**src/rtl/ms_uart_pkg.sv**
```systemverilog
// Purpose : shared UART definitions: receiver FSM states, default frame constants, parity helper.
// Latency : n/a (types, constants and a combinational function only).
// Backpressure: n/a.
package ms_uart_pkg;

    localparam int OVERSAMPLE_DEF = 16;
    localparam int DATA_BITS_DEF  = 8;

    typedef enum logic [2:0] {
        IDLE   = 3'd0,
        START  = 3'd1,
        DATA   = 3'd2,
        PARITY = 3'd3,
        STOP   = 3'd4,
        BREAK  = 3'd5
    } uart_state_t;

    // Even-parity bit for up to 32 data bits; callers zero-extend narrower
    // words, which does not change the XOR.
    function automatic logic even_parity(input logic [31:0] d);
        return ^d;
    endfunction

endpackage

```
**src/rtl/ms_uart_sync_fifo.sv**
```systemverilog
// Purpose : generic show-ahead synchronous FIFO; head entry is always visible on rd_dat.
// Latency : a write to an empty FIFO is visible on rd_vld/rd_dat one CLK after the write cycle.
// Backpressure: writes while full are discarded unless a read happens in the same cycle.
//
// Ports: CLK, RESETN (sync, active-low); wr_vld/wr_dat write side with full;
//        rd_vld/rd_rdy/rd_dat read side; count = exact occupancy 0..DEPTH.
module ms_uart_sync_fifo #(
    parameter int WIDTH = 10,
    parameter int DEPTH = 4
) (
    input  logic                       CLK,
    input  logic                       RESETN,
    input  logic                       wr_vld,
    input  logic [WIDTH-1:0]           wr_dat,
    output logic                       full,
    output logic                       rd_vld,
    input  logic                       rd_rdy,
    output logic [WIDTH-1:0]           rd_dat,
    output logic [$clog2(DEPTH+1)-1:0] count
);

    localparam int AW = (DEPTH > 1) ? $clog2(DEPTH) : 1;
    localparam int CW = $clog2(DEPTH + 1);
    localparam logic [CW-1:0] DEPTH_C = CW'(DEPTH);

    logic [WIDTH-1:0] mem [DEPTH];
    logic [AW-1:0]    wr_ptr;
    logic [AW-1:0]    rd_ptr;
    logic             pop;
    logic             push;

    assign rd_vld = (count != '0);
    assign full   = (count == DEPTH_C);
    assign pop    = rd_vld && rd_rdy;
    // When full, the slot being written is the head that is popped this cycle.
    assign push   = wr_vld && (!full || pop);
    assign rd_dat = mem[rd_ptr];

    always_ff @(posedge CLK) begin
        if (!RESETN) begin
            wr_ptr <= '0;
            rd_ptr <= '0;
            count  <= '0;
            for (int i = 0; i < DEPTH; i++) mem[i] <= '0;
        end else begin
            if (push) begin
                mem[wr_ptr] <= wr_dat;
                wr_ptr      <= wr_ptr + 1'b1;
            end
            if (pop) rd_ptr <= rd_ptr + 1'b1;
            case ({push, pop})
                2'b10:   count <= count + 1'b1;
                2'b01:   count <= count - 1'b1;
                default: count <= count;
            endcase
        end
    end

endmodule

```
**src/rtl/ms_uart_rx_fifo.sv**
```systemverilog
// Purpose : oversampled UART receiver (8N1/8E1) with a show-ahead receive FIFO.
// Latency : entry visible on DVALID one CLK after the stop-bit sample TICK.
// Backpressure: DREADY pops the head; a frame completing while full is dropped and sets OVERRUN.
//
// Ports: CLK, RESETN (sync, active-low); TICK oversample enable; RXD async serial line;
//        DOUT/PERR/FERR/DVALID/DREADY receive port; OVERRUN sticky, CLR_ERR clears it;
//        BUSY frame in progress; COUNT FIFO occupancy.
module ms_uart_rx_fifo
    import ms_uart_pkg::*;
#(
    parameter int OVERSAMPLE = OVERSAMPLE_DEF,
    parameter int DATA_BITS  = DATA_BITS_DEF,
    parameter int PARITY_EN  = 1,
    parameter int FIFO_DEPTH = 4
) (
    input  logic                            CLK,
    input  logic                            RESETN,
    input  logic                            TICK,
    input  logic                            RXD,
    output logic [DATA_BITS-1:0]            DOUT,
    output logic                            PERR,
    output logic                            FERR,
    output logic                            DVALID,
    input  logic                            DREADY,
    output logic                            OVERRUN,
    input  logic                            CLR_ERR,
    output logic                            BUSY,
    output logic [$clog2(FIFO_DEPTH+1)-1:0] COUNT
);

    localparam int TW = $clog2(OVERSAMPLE);
    localparam int BW = (DATA_BITS > 1) ? $clog2(DATA_BITS) : 1;
    localparam logic [TW-1:0] HALF_M1  = TW'(OVERSAMPLE / 2 - 1);
    localparam logic [TW-1:0] FULL_M1  = TW'(OVERSAMPLE - 1);
    localparam logic [BW-1:0] LAST_BIT = BW'(DATA_BITS - 1);

    logic                 rx_meta;
    logic                 rx_s;
    uart_state_t          state;
    logic [TW-1:0]        tick_cnt;
    logic [BW-1:0]        bit_idx;
    logic [DATA_BITS-1:0] shreg;
    logic                 perr_r;
    logic                 busy_r;
    logic                 push;
    logic                 fifo_full;
    logic [DATA_BITS+1:0] push_dat;

    always_ff @(posedge CLK) begin
        if (!RESETN) begin
            rx_meta <= 1'b1;
            rx_s    <= 1'b1;
        end else begin
            rx_meta <= RXD;
            rx_s    <= rx_meta;
        end
    end

    // Push is combinational so the entry lands in the FIFO on the stop-sample edge.
    assign push     = (state == STOP) && TICK && (tick_cnt == FULL_M1);
    assign push_dat = {~rx_s, perr_r, shreg};

    always_ff @(posedge CLK) begin
        if (!RESETN) begin
            state    <= IDLE;
            busy_r   <= 1'b0;
            tick_cnt <= '0;
            bit_idx  <= '0;
            shreg    <= '0;
            perr_r   <= 1'b0;
        end else if (TICK) begin
            case (state)
                IDLE: begin
                    if (!rx_s) begin
                        state    <= START;
                        busy_r   <= 1'b1;
                        tick_cnt <= '0;
                    end
                end
                START: begin
                    if (tick_cnt == HALF_M1) begin
                        tick_cnt <= '0;
                        if (!rx_s) begin
                            state   <= DATA;
                            bit_idx <= '0;
                            perr_r  <= 1'b0;
                        end else begin
                            // Start bit not low at its centre: treat as a glitch.
                            state  <= IDLE;
                            busy_r <= 1'b0;
                        end
                    end else begin
                        tick_cnt <= tick_cnt + 1'b1;
                    end
                end
                DATA: begin
                    if (tick_cnt == FULL_M1) begin
                        tick_cnt       <= '0;
                        shreg[bit_idx] <= rx_s;
                        bit_idx        <= bit_idx + 1'b1;
                        if (bit_idx == LAST_BIT)
                            state <= (PARITY_EN != 0) ? PARITY : STOP;
                    end else begin
                        tick_cnt <= tick_cnt + 1'b1;
                    end
                end
                PARITY: begin
                    if (tick_cnt == FULL_M1) begin
                        tick_cnt <= '0;
                        perr_r   <= rx_s ^ even_parity(32'(shreg));
                        state    <= STOP;
                    end else begin
                        tick_cnt <= tick_cnt + 1'b1;
                    end
                end
                STOP: begin
                    if (tick_cnt == FULL_M1) begin
                        tick_cnt <= '0;
                        if (rx_s) begin
                            state  <= IDLE;
                            busy_r <= 1'b0;
                        end else begin
                            state <= BREAK;
                        end
                    end else begin
                        tick_cnt <= tick_cnt + 1'b1;
                    end
                end
                BREAK: begin
                    // Wait out a held-low line so it reports only one framing error.
                    if (rx_s) begin
                        state  <= IDLE;
                        busy_r <= 1'b0;
                    end
                end
                default: begin
                    state  <= IDLE;
                    busy_r <= 1'b0;
                end
            endcase
        end
    end

    always_ff @(posedge CLK) begin
        if (!RESETN)
            OVERRUN <= 1'b0;
        else if (push && fifo_full && !(DVALID && DREADY))
            OVERRUN <= 1'b1;
        else if (CLR_ERR)
            OVERRUN <= 1'b0;
    end

    assign BUSY = busy_r;

    ms_uart_sync_fifo #(
        .WIDTH (DATA_BITS + 2),
        .DEPTH (FIFO_DEPTH)
    ) u_fifo (
        .CLK    (CLK),
        .RESETN (RESETN),
        .wr_vld (push),
        .wr_dat (push_dat),
        .full   (fifo_full),
        .rd_vld (DVALID),
        .rd_rdy (DREADY),
        .rd_dat ({FERR, PERR, DOUT}),
        .count  (COUNT)
    );

endmodule

```
**config.mk**
```make
export PLATFORM = sky130hd
export DESIGN_NAME = ms_uart_rx_fifo
export DESIGN_NICKNAME = d
export VERILOG_FILES = /design/src/rtl/ms_uart_pkg.sv /design/src/rtl/ms_uart_sync_fifo.sv /design/src/rtl/ms_uart_rx_fifo.sv
export SDC_FILE = /design/constraint.sdc
export NUM_CORES = 1
export LEC_CHECK = 0
export BUFFER_PORTS_ARGS = -buffer_cell sky130_fd_sc_hd__buf_2
export CORE_ASPECT_RATIO = 1.4
export CORE_UTILIZATION = 55
export CTS_CLUSTER_SIZE = 16
export DETAILED_ROUTE_END_ITERATION = 10
export PLACE_DENSITY_LB_ADDON = 0.1
export SLEW_MARGIN = 20
export SYNTH_ARGS = -nofsm -noshare
export SYNTH_HDL_FRONTEND = slang
export SYNTH_SLANG_ARGS = --single-unit
```
**constraint.sdc**
```tcl
create_clock -name CLK -period 3.5 [get_ports CLK]
set_clock_uncertainty 0.1 [all_clocks]
set_input_delay 0.175 -clock CLK [delete_from_list [all_inputs] [get_ports CLK]]
set_output_delay 0.175 -clock CLK [all_outputs]
set_load 0.02 [all_outputs]
```
==> metrics <==
status complete, but fails checks; failing checks design-rule violations; initial DRC count 124; GRT Total Usage 0.214; WS Path Type flop to flop; initial antenna violation count 0; htree depth 3; Worst slew margin 0.475; Finished Layout Cells 402; worst reg2reg endpoint u_fifo.mem[0][1]; fill count 517; Core Region 0.00621 sq mm; clock latency on the worst-skew pair 0.34 ns; Vias 2335; Clock Root Buffer clkbuf_8; M1 WL 2.75 mm; EDFF count, synth 40; largest net degree at the start of global routing 23; most frequent cells in the layout 40 x edfxtp_1, 36 x and2_1, 32 x dfxtp_1; static leakage 1.46 nW; crit path to u_fifo.mem[0][1]; first-pass GRT wire length 11.2 mm; min Tclk post-route 2.74 ns; Tcrit/Tclk final 0.784; Worst Setup SP tick_cnt[0]; unrepaired setup endpoints after global routing false; Synth Warn # 0; Critical Path RT 3.38 ns; die area 0.00673 sq mm; commonest non-fill, non-tap cell in the layout edfxtp_1; Diodes inserted 0; endpoints failing setup 0; io pins 22; register area 0.00184 sq mm; TritonRoute pass-1 iters 7; synthesized instance count 307; drt via density 5.81; Worst Reg2Reg Path Length in Cells 5; final RePlAce weighted congestion 0.811; row count 34; total grt overflow 0; Synth Area per Inst 11.5 sq um; Routed Antenna Nets 0; Post-CTS Setup Inserts 0; Synth Flop Type edfxtp_1; Die Span X 69.6 um; Yosys cell types 54; Slew Viols, Final 0; R2R setup slack 0.76 ns; P&R area growth vs syn 10.5%; hold_ws 0.0245 ns; Worst Hold Depth 4; FFs w/ async S/R, synth 0; Critical Path End Type flop; Synth Register Bits 72; Worst-path clk slew 0.08 ns; layout cell share with drive strength beyond 1 0.179; CP arrival 2.63 ns; vias in the first global route 2295; wire length on met3 120 um; Reg2Reg Launch Point tick_cnt[0]; worst min-delay path class input pin to flop; Synth Cell Area 0.00352 sq mm; Clock Tree Buf Depth 2; fmax 365 MHz; CTS tree yes; setup TNS 0 ns; final wirelength 6.55 mm; height of the die 96.6 um; worst IR drop on VDD 0.000283 V; post-detail-place hpwl 4.54 mm; area of the multi-input gates 0.00158 sq mm; Crit Path Max Fanout 11; Pwr per Cell Area 439 mW/mm^2; Max Cap Viol 0; highest metal used met4; port bufs 21; Least-Margin Pin Slew 0.785 ns; met2 WL 3.57 mm; post-synthesis sequential area ratio 0.523; final hold vios 0; DR WL/cell 16.3 um; drt drc 1; Final #Nets 335; Final Power 0.00171 W; total CTS buffers 9; total clock sinks 72; Placed Instances 385; Mapped Nets 317; Starting Density 0.566; crit path launch type flop
## routing by layer
metal  GRT usage  vias up
met5           0        -
met4      0.0769        0
met3      0.0479       10
met2       0.392       26
met1       0.240     1137
li1            -     1162
## critical path, cell delays in order (launching register included)
cell and delay, ns:
dfxtp_1 0.38, ha_1 0.30, and4_1 0.47, nand4_2 0.26, nor3_2 0.41, nand2b_1 0.46
## cells in the mapped netlist (all sizes together) (4+ instances only)
cell | n | share of area
a21oi | 10 | 0.015
and2 | 36 | 0.064
buf | 6 | 0.0082
clkbuf | 11 | 0.012
dfxtp | 32 | 0.18
edfxtp | 40 | 0.34
inv | 8 | 0.0085
mux2i | 13 | 0.037
mux4 | 10 | 0.064
nand2 | 18 | 0.019
nand2b | 7 | 0.012
nand4 | 13 | 0.025
nand4b | 4 | 0.010
nor2 | 24 | 0.026
nor2b | 5 | 0.0089
nor3 | 5 | 0.010
nor4 | 4 | 0.0071
o21ai | 8 | 0.011
xnor2 | 8 | 0.020
## logic make-up (layout without fill, tap and decap cells)
| kind of cell | Yosys count | in the layout | synth area share |
|---|---|---|---|
| buffers and inverters | 25 | 48 | 0.0284 |
| multiplexers | 23 | 23 | 0.101 |
| adder cells (fa/ha/maj) | 4 | 4 | 0.0164 |
| flip-flops | 72 | 72 | 0.523 |
| AND/OR/NAND/NOR | 139 | 139 | 0.239 |
| AO/OA/AOI/OAI | 33 | 33 | 0.0601 |
| XOR/XNOR | 11 | 11 | 0.0313 |
## report_power, final
group           total, W  switching (W)  internal, W
registers       0.000924      0.0000104     0.000914
clock network   0.000722       0.000320     0.000402
logic          0.0000616      0.0000385    0.0000231
## how the worst min path moves through the flow
stage	start	end	slack (ns)
finish	CLR_ERR	OVERRUN	0.02
global route	CLR_ERR	OVERRUN	0.02
CTS	CLR_ERR	OVERRUN	0.02
detailed placement	RXD	rx_meta	0.27
global placement	RXD	rx_meta	0.26
floorplan	RXD	rx_meta	0.18
## cell type report
class | instances | area share
sequential | 72 | 0.474
multi-input combinational | 210 | 0.406
timing repair buffer | 24 | 0.0335
clock buffer | 9 | 0.0319
clock inverter | 7 | 0.0245
tap | 72 | 0.0232
inverter | 8 | 0.00772
## what timing repair did
item | in CTS | in global routing
endpoints found under the hold margin | 1 | 0
resized for setup | 0 | 0
hold buffers | 1 | 0
## sequential cells by signal, indices dropped and copies added (netlist names), named ones only
name           cells
tick_cnt           4
u_fifo.count       3
rx_s               1
OVERRUN            1
perr_r             1
BUSY               1
u_fifo.wr_ptr      2
u_fifo.mem        40
u_fifo.rd_ptr      2
bit_idx            3
state              3
shreg              8
rx_meta            1
## per-stage QoR
stage / instance area [sq um] / setup WS, ns / util
after detailed placement: 3660 / 0.743 / 0.589
after floorplan: 3520 / 1.04 / -
after global routing: 3890 / 0.513 / 0.626
final: 3890 / 0.757 / 0.626
after global placement: 3660 / 0.878 / 0.589
after CTS: 3890 / 0.735 / 0.626
Note: power is estimated with default switching activity, not from simulation.
